==> config.mk <==
export PLATFORM = sky130hd
export DESIGN_NAME = m_gate_pipe
export DESIGN_NICKNAME = d
export VERILOG_FILES = /design/src/rtl/gate_pkg.sv /design/src/rtl/m_gate_reduce.sv /design/src/rtl/m_gate_pipe.sv
export SDC_FILE = /design/constraint.sdc
export NUM_CORES = 1
export LEC_CHECK = 0
export BUFFER_PORTS_ARGS = -buffer_cell sky130_fd_sc_hd__buf_2
export CAP_MARGIN = 20
export CORE_MARGIN = 2
export CORE_UTILIZATION = 54
export CTS_CLUSTER_DIAMETER = 80
export DETAILED_ROUTE_END_ITERATION = 16
export PLACE_DENSITY = 0.85
export SYNTH_ARGS = -nofsm -noshare
export SYNTH_HDL_FRONTEND = slang
export SYNTH_SLANG_ARGS = --single-unit
==> constraint.sdc <==
create_clock -name w_clk -period 2.33 [get_ports w_clk]
set_input_delay 0.466 -clock w_clk [delete_from_list [all_inputs] [get_ports w_clk]]
set_output_delay 0.466 -clock w_clk [all_outputs]
set_load 0.01 [all_outputs]
==> src/rtl/gate_pkg.sv <==
// Shared constants for the gate pipeline: operation codes and result-counter width.
package gate_pkg;

  localparam logic [2:0] OP_OR   = 3'd0;
  localparam logic [2:0] OP_AND  = 3'd1;
  localparam logic [2:0] OP_XOR  = 3'd2;
  localparam logic [2:0] OP_NOR  = 3'd3;
  localparam logic [2:0] OP_NAND = 3'd4;
  localparam logic [2:0] OP_XNOR = 3'd5;
  localparam logic [2:0] OP_PASS = 3'd6;
  localparam logic [2:0] OP_ZERO = 3'd7;

  localparam int CNT_W = 16;

endpackage

==> src/rtl/m_gate_reduce.sv <==
// Combinational N-input bitwise reduction selected by a 3-bit op code.
module m_gate_reduce import gate_pkg::*; #(
  parameter int WIDTH = 8,
  parameter int NIN   = 4
) (
  input  logic [2:0]           op,
  input  logic [NIN*WIDTH-1:0] data,
  output logic [WIDTH-1:0]     result
);

  logic [WIDTH-1:0] or_acc;
  logic [WIDTH-1:0] and_acc;
  logic [WIDTH-1:0] xor_acc;

  always_comb begin
    or_acc  = '0;
    and_acc = '1;
    xor_acc = '0;
    for (int k = 0; k < NIN; k++) begin
      or_acc  = or_acc  | data[k*WIDTH +: WIDTH];
      and_acc = and_acc & data[k*WIDTH +: WIDTH];
      xor_acc = xor_acc ^ data[k*WIDTH +: WIDTH];
    end
  end

  always_comb begin
    result = '0;
    case (op)
      OP_OR:   result = or_acc;
      OP_AND:  result = and_acc;
      OP_XOR:  result = xor_acc;
      OP_NOR:  result = ~or_acc;
      OP_NAND: result = ~and_acc;
      OP_XNOR: result = ~xor_acc;
      OP_PASS: result = data[WIDTH-1:0];
      default: result = '0;
    endcase
  end

endmodule

==> src/rtl/m_gate_pipe.sv <==
// Pipelined N-input gate with a 2-entry valid/ready output buffer.
// Optional GATE_PIPE_PARITY_EN adds a stored per-entry parity output.
module m_gate_pipe import gate_pkg::*; #(
  parameter int WIDTH = 8,
  parameter int NIN   = 4
) (
  input  logic                 w_clk,
  input  logic                 w_rst,
  input  logic                 w_in_valid,
  output logic                 w_in_ready,
  input  logic [2:0]           w_in_op,
  input  logic [NIN*WIDTH-1:0] w_in_data,
  output logic                 w_out_valid,
  input  logic                 w_out_ready,
  output logic [WIDTH-1:0]     w_out_data,
  output logic                 w_out_any,
`ifdef GATE_PIPE_PARITY_EN
  output logic                 w_out_parity,
`endif
  output logic [CNT_W-1:0]     w_out_count
);

  logic [WIDTH-1:0] r_buf [2];
  logic             r_rd_ptr;
  logic             r_wr_ptr;
  logic [1:0]       r_cnt;
  logic [1:0]       cnt_next;
  logic             r_in_ready;
  logic [CNT_W-1:0] r_count;
  logic             push;
  logic             pop;
  logic [WIDTH-1:0] reduce_result;

  m_gate_reduce #(
    .WIDTH (WIDTH),
    .NIN   (NIN)
  ) u_reduce (
    .op     (w_in_op),
    .data   (w_in_data),
    .result (reduce_result)
  );

  assign push = w_in_valid & r_in_ready;
  assign pop  = (r_cnt != 2'd0) & w_out_ready;

  always_comb begin
    cnt_next = r_cnt;
    case ({push, pop})
      2'b10:   cnt_next = r_cnt + 2'd1;
      2'b01:   cnt_next = r_cnt - 2'd1;
      default: cnt_next = r_cnt;
    endcase
  end

  // Ready is registered from the next occupancy so it never depends on w_out_ready combinationally.
  always_ff @(posedge w_clk or posedge w_rst) begin
    if (w_rst) begin
      r_buf[0]   <= '0;
      r_buf[1]   <= '0;
      r_rd_ptr   <= 1'b0;
      r_wr_ptr   <= 1'b0;
      r_cnt      <= 2'd0;
      r_in_ready <= 1'b1;
      r_count    <= '0;
    end else begin
      if (push) begin
        r_buf[r_wr_ptr] <= reduce_result;
        r_wr_ptr        <= ~r_wr_ptr;
      end
      if (pop) begin
        r_rd_ptr <= ~r_rd_ptr;
        r_count  <= r_count + CNT_W'(1);
      end
      r_cnt      <= cnt_next;
      r_in_ready <= (cnt_next != 2'd2);
    end
  end

`ifdef GATE_PIPE_PARITY_EN
  logic r_par [2];

  always_ff @(posedge w_clk or posedge w_rst) begin
    if (w_rst) begin
      r_par[0] <= 1'b0;
      r_par[1] <= 1'b0;
    end else if (push) begin
      r_par[r_wr_ptr] <= ^reduce_result;
    end
  end

  assign w_out_parity = r_par[r_rd_ptr];
`endif

  assign w_in_ready  = r_in_ready;
  assign w_out_valid = (r_cnt != 2'd0);
  assign w_out_data  = r_buf[r_rd_ptr];
  assign w_out_any   = |w_out_data;
  assign w_out_count = r_count;

endmodule

==> run metrics, run 1 <==
CTS tree done; CP Cell Sequence mux2_2 -> nor4_2 -> nand2_1 -> buf_2; combinational power share 41.2%; die area 0.005484 mm^2; nets@finish 392; normalized max-slew margin 68.46%; GPL Wtd Cong 0.8418; clock root buffer clkbuf_8; actual slew at the worst max-slew pin 0.4714 ns; MaxCap Viol Count 0; initial DRC count 123; Int Power 1.778 mW; DP HPWL 4405 um; synthesized area 0.002650 mm^2; Routed Antenna Nets 0; CTS hold repair buffers 0; Final Non-Filler Cells 403; DRC 0; Core ar. 0.004723 mm^2; clk_lat worst skew 0.30 ns; Synth Net Count 326; Setup TNS 0 ns; Syn Inst Count 269; global-route wire length before repair 9101 um; Worst EP required 1.86 ns; Clock transition at path regs 0.08 ns; largest net degree at the start of global routing 38; fmax 0.4685 GHz; Peak supply drop 0.5554 mV; drt first pass iters 4; routed len/inst 13.93 um; Post-synth top flop dfrtp_1; PortBufs 65; Ports 66; P_leak 1.566 nW; number of buffers created by CTS 5; post-CTS sizing 0; Via density 5.434; Fill cells 378; CP max stage delay 0.49 ns; skew final 0.006578 ns; Mapped Avg Cell Area 9.851 um^2; Post-synth EDFFs 0; clock power share 19.9%; Net Sw Frac 37.22%; most common cell after layout, fill and taps aside buf_2; initial antenna violation count 0; status complete, no violations; initial core utilization 56.11%; Diodes inserted 0; post-CTS setup buffers 0; fin. max-slew vios 0; Critical Path End Type output pin; Die H 74.06 um; Final Cycle Share 91.61%; Setup crit start kind flip-flop; Post-synth ARST share 100.0%; Hold Crit Class in2async; Max Buffers Root-to-Sink 2; Sw Pwr 1.054 mW; CTS Sinks 37; fin crit period 2.135 ns; DR vias 2190; Rows 25; Setup Crit Path Kind reg2out; commonest cells after routing, fill and taps aside buf_2 (65), dfrtp_1 (35), nor2_1 (31), ha_1 (18), inv_1 (17); Inst Count DP 395; final hold viol count 0; WL final 5612 um; Sequential Power Share 38.9%; grt ovf 0; GRT Resource Usage Total 21.49%; synth warn 0; Crit-path slowest cell dfrtp_2; # setup viols final 0; sequential area share after synthesis 34.99%; area growth from synthesis to layout 19.22%; FF+latch count, synth 37; CTS H-tree lvls 2; Synth cell types 40; RSZ-0062 raised after global routing no; Max FO, Critical Path 9; Die Span X 74.06 um; WP data arrival 1.67 ns; layout cells sized above 1 28.57%; number of global-route vias before repair 2091; pwr/cell area 896.4 mW/mm^2
[synthesized netlist by cell type, drive strengths merged (5+ instances only)]
cell type | instances | area share [%]
a31oi | 16 | 3.8
buf | 5 | 1.1
dfrtp | 36 | 34
ha | 18 | 8.5
inv | 17 | 2.4
mux2 | 13 | 5.5
mux2i | 16 | 6.0
nand2 | 9 | 1.3
nand2b | 6 | 1.4
nand3 | 11 | 2.1
nor2 | 31 | 4.4
nor3b | 8 | 2.3
xnor2 | 13 | 4.3
xnor3 | 5 | 4.2
xor2 | 9 | 3.0
[final timing paths]
| path | startpoint | end | slack, ns | cells past startpoint |
|---|---|---|---|---|
| min | w_rst | w_out_count[4] | 0.26 | 3 |
| max reg2reg | r_cnt[0] | w_in_ready | 0.47 | 6 |
| min reg2reg | w_out_count[15] | w_out_count[15] | 0.47 | 1 |
| min in group w_clk | w_out_count[15] | w_out_count[15] | 0.47 | 1 |
| max in group asynchronous | w_rst | w_in_ready | 1.72 | 3 |
| max | r_rd_ptr | w_out_any | 0.20 | 4 |
[power by group through the flow]
stage	logic (mW)	clock network, mW	registers, mW
6_report	1.17	0.565	1.10
5_1_grt	1.29	0.599	1.14
4_1_cts	1.16	0.579	1.10
3_5_place_dp	1.15	0	1.11
3_3_place_gp	1.12	0	1.10
2_1_floorplan	0.792	0	1.07
[kinds of logic (layout without fill, tap and decap cells)]
group / Yosys count / in the layout / synth area share, %
DFF: 37 / 37 / 34.99
buffers and inverters: 26 / 93 / 4.107
adders and majority gates: 18 / 18 / 8.499
AOI/OAI and AO/OA: 32 / 32 / 8.310
muxes: 29 / 29 / 11.57
xor gates and xnor gates: 27 / 27 / 11.52
and+or+nand+nor: 100 / 100 / 21.01
[registers in the layout, indices dropped and copies added (netlist names)]
signal and count:
r_wr_ptr 1, w_in_ready 1, r_cnt 2, r_buf 16, w_out_count 16, r_rd_ptr 1
[through the flow]
step	util (%)	instance area [um^2]	worst slack [ns]	power, mW	hold slack, ns
detailed placement	64.29	3037	0.2535	2.260	0.4628
finish	66.89	3159	0.1955	2.832	0.2578
floorplan	-	2650	0.4537	1.861	0.4942
CTS	66.73	3152	0.04579	2.842	0.2635
global route	66.89	3159	0.01875	3.034	0.3003
global placement	64.29	3037	0.3298	2.221	0.4570
[worst max-delay path: cells and delay by family, from the launching register on]
| family | cells | cell delay, ns |
|---|---|---|
| DFF | 1 | 0.49 |
| muxes | 1 | 0.38 |
| and+or+nand+nor | 2 | 0.35 |
| buffers and inverters | 1 | 0.14 |
[layout make-up]
type	count	area (um^2)	area share, %
Inverter	17	63.81	2.020
Clock buffer	5	68.82	2.178
Multi-Input combinational cell	206	1620	51.29
Sequential cell	37	928.4	29.39
Timing Repair Buffer	68	347.8	11.01
Clock inverter	3	46.29	1.465
Tap cell	67	83.83	2.653
[metal layers]
layer,share of wire [%],track usage [%]
met5,0,0
met2,48,35.91
met3,4.0,4.201
met1,45,27.38
met4,2.3,8.687
No activity file was read; power rests on OpenSTA's default activity.
==> run 2, diff against run 1 <==
- CELL_PAD_IN_SITES_DETAIL_PLACEMENT: unset -> 1
- CELL_PAD_IN_SITES_GLOBAL_PLACEMENT: unset -> 1
- CORE_UTILIZATION: 54 -> 41
==> run metrics, run 2 (synthesis results as in run 1) <==
r2r setup slk 0.42 ns (-0.05 ns); Clock transition at path regs 0.07 ns (about the same); Diodes inserted 0 (unchanged); fin. max-slew vios 0 (unchanged); fin worst setup slack 0.1327 ns (-0.06281 ns); Max Buffers Root-to-Sink 2 (unchanged); # setup viols final 0 (unchanged); RSZ-0062 raised after global routing no; most common cell after layout, fill and taps aside buf_2; Via density 5.383 (-0.94%); CTS tree done; pwr/cell area 873.1 mW/mm^2 (-2.6%); CP Cell Sequence mux2_2 -> nor4_2 -> nand2_1 -> buf_2; MaxCap Viol Count 0 (unchanged); clk_lat worst skew 0.29 ns (about the same); Rows 29 (+16%); critical path's top delay family flip-flops; fin crit period 2.197 ns (+0.06281 ns); number of buffers created by CTS 5 (unchanged); WP data arrival 1.73 ns (+0.06 ns); Setup TNS 0 ns (unchanged); DP HPWL 5109 um (+16%); largest net degree at the start of global routing 38 (unchanged); Worst EP required 1.86 ns (about the same); Setup Crit Path Kind reg2out; Crit-path slowest cell dfrtp_2; Final Cycle Share 94.31% (+2.7 points); DRC 0 (unchanged); Setup crit start kind flip-flop; commonest cells after routing, fill and taps aside buf_2 (65), dfrtp_1 (35), nor2_1 (31), ha_1 (18), inv_1 (17); normalized max-slew margin 66.54% (-1.9 points); Die H 84.40 um (+14%); Fill cells 780 (+110%); Pwr Total 2.752 mW (-2.8%); Critical Path End Type output pin; Routed Antenna Nets 0 (unchanged); GPL Wtd Cong 0.7884 (-6.3%); layout cells sized above 1 28.11% (-0.46 points); Ports 66 (unchanged); skew final 0.008219 ns (+0.001641 ns); PortBufs 65 (unchanged); Peak supply drop 0.5760 mV (+3.7%); number of global-route vias before repair 2427 (+16%); GRT Resource Usage Total 19.04% (-2.4 points); crit path buf inv count 1 (unchanged); CTS H-tree lvls 2 (unchanged); utilization after layout 49.92% (-17 points); Hold Crit Class in2async; pre-CTS setup slack 0.2173 ns (-0.03626 ns); CP max stage delay 0.48 ns (about the same); status complete, no violations; final hold viol count 0 (unchanged); global-route wire length before repair 11160 um (+23%); P_leak 1.561 nW (-0.33%); Fin Hold WS 0.2619 ns (+0.004072 ns); CTS hold repair buffers 0 (unchanged); drt first pass iters 4 (unchanged); fin area 0.003152 mm^2 (-0.24%); Max FO, Critical Path 9 (unchanged); Core ar. 0.006314 mm^2 (+34%); clock root buffer clkbuf_8; actual slew at the worst max-slew pin 0.5019 ns (+0.03047 ns); initial core utilization 41.97% (-14 points); placed cell area 0.003049 mm^2 (+0.41%); WL final 6545 um (+17%); nets@finish 394 (+0.51%); Die Span X 84.40 um (+14%); fmax 0.4551 GHz (-2.9%); DR vias 2234 (+2.0%); grt ovf 0 (unchanged); Inst Count DP 405 (+2.5%); CTS Sinks 37 (unchanged); die area 0.007123 mm^2 (+30%); area growth from synthesis to layout 18.93%; initial DRC count 66 (-46%); Final Non-Filler Cells 415 (+3.0%); routed len/inst 15.77 um (+13%); initial antenna violation count 0 (unchanged)
-- run 2: timing repair --
item / in CTS / in global routing
endpoints found under the setup margin: 1 / 1
buffers inserted: 0 / 2
resized for setup: 1 / 1
pin swaps: 0 / 0
-- run 2: area by class of cell --
cell class | instances | area, um^2 | share of cell area [%]
Multi-Input combinational cell | 206 | 1620 | 51.41
Inverter | 17 | 63.81 | 2.025
Tap cell | 77 | 96.34 | 3.057
Clock buffer | 8 | 80.08 | 2.541
Sequential cell | 37 | 928.4 | 29.46
Timing Repair Buffer | 70 | 362.8 | 11.51
-- run 2: metal layers --
layer | share of wire [%] | global-route usage [%]
met5 | 0 | 0
met4 | 1.3 | 5.195
met3 | 2.2 | 2.163
met2 | 53 | 35.64
met1 | 43 | 23.07
-- run 2: final timing paths --
path / startpoint / endpoint / cells after the start
min in group w_clk: w_out_count[15] / w_out_count[15] / 1
worst max-delay path: r_rd_ptr / w_out_any / 4
worst min register to register: w_out_count[15] / w_out_count[15] / 1
max in group asynchronous: w_rst / w_in_ready / 3
worst min-delay path: w_rst / w_out_count[11] / 3
worst max register to register: r_cnt[0] / w_in_ready / 6
-- run 2: worst register-to-register path, stage by stage, from the launching register on --
cell      delay [ns]
dfrtp_1         0.45
or2_2           0.34
and2_1          0.26
ha_1            0.36
nor2_1          0.15
xor2_1          0.20
nand2b_1        0.08
-- run 2: report_power, final --
| part | internal [mW] | switching, mW |
|---|---|---|
| Sequential | 0.893 | 0.221 |
| Combinational | 0.586 | 0.622 |
| Clock | 0.213 | 0.217 |
| Total | 1.69 | 1.06 |
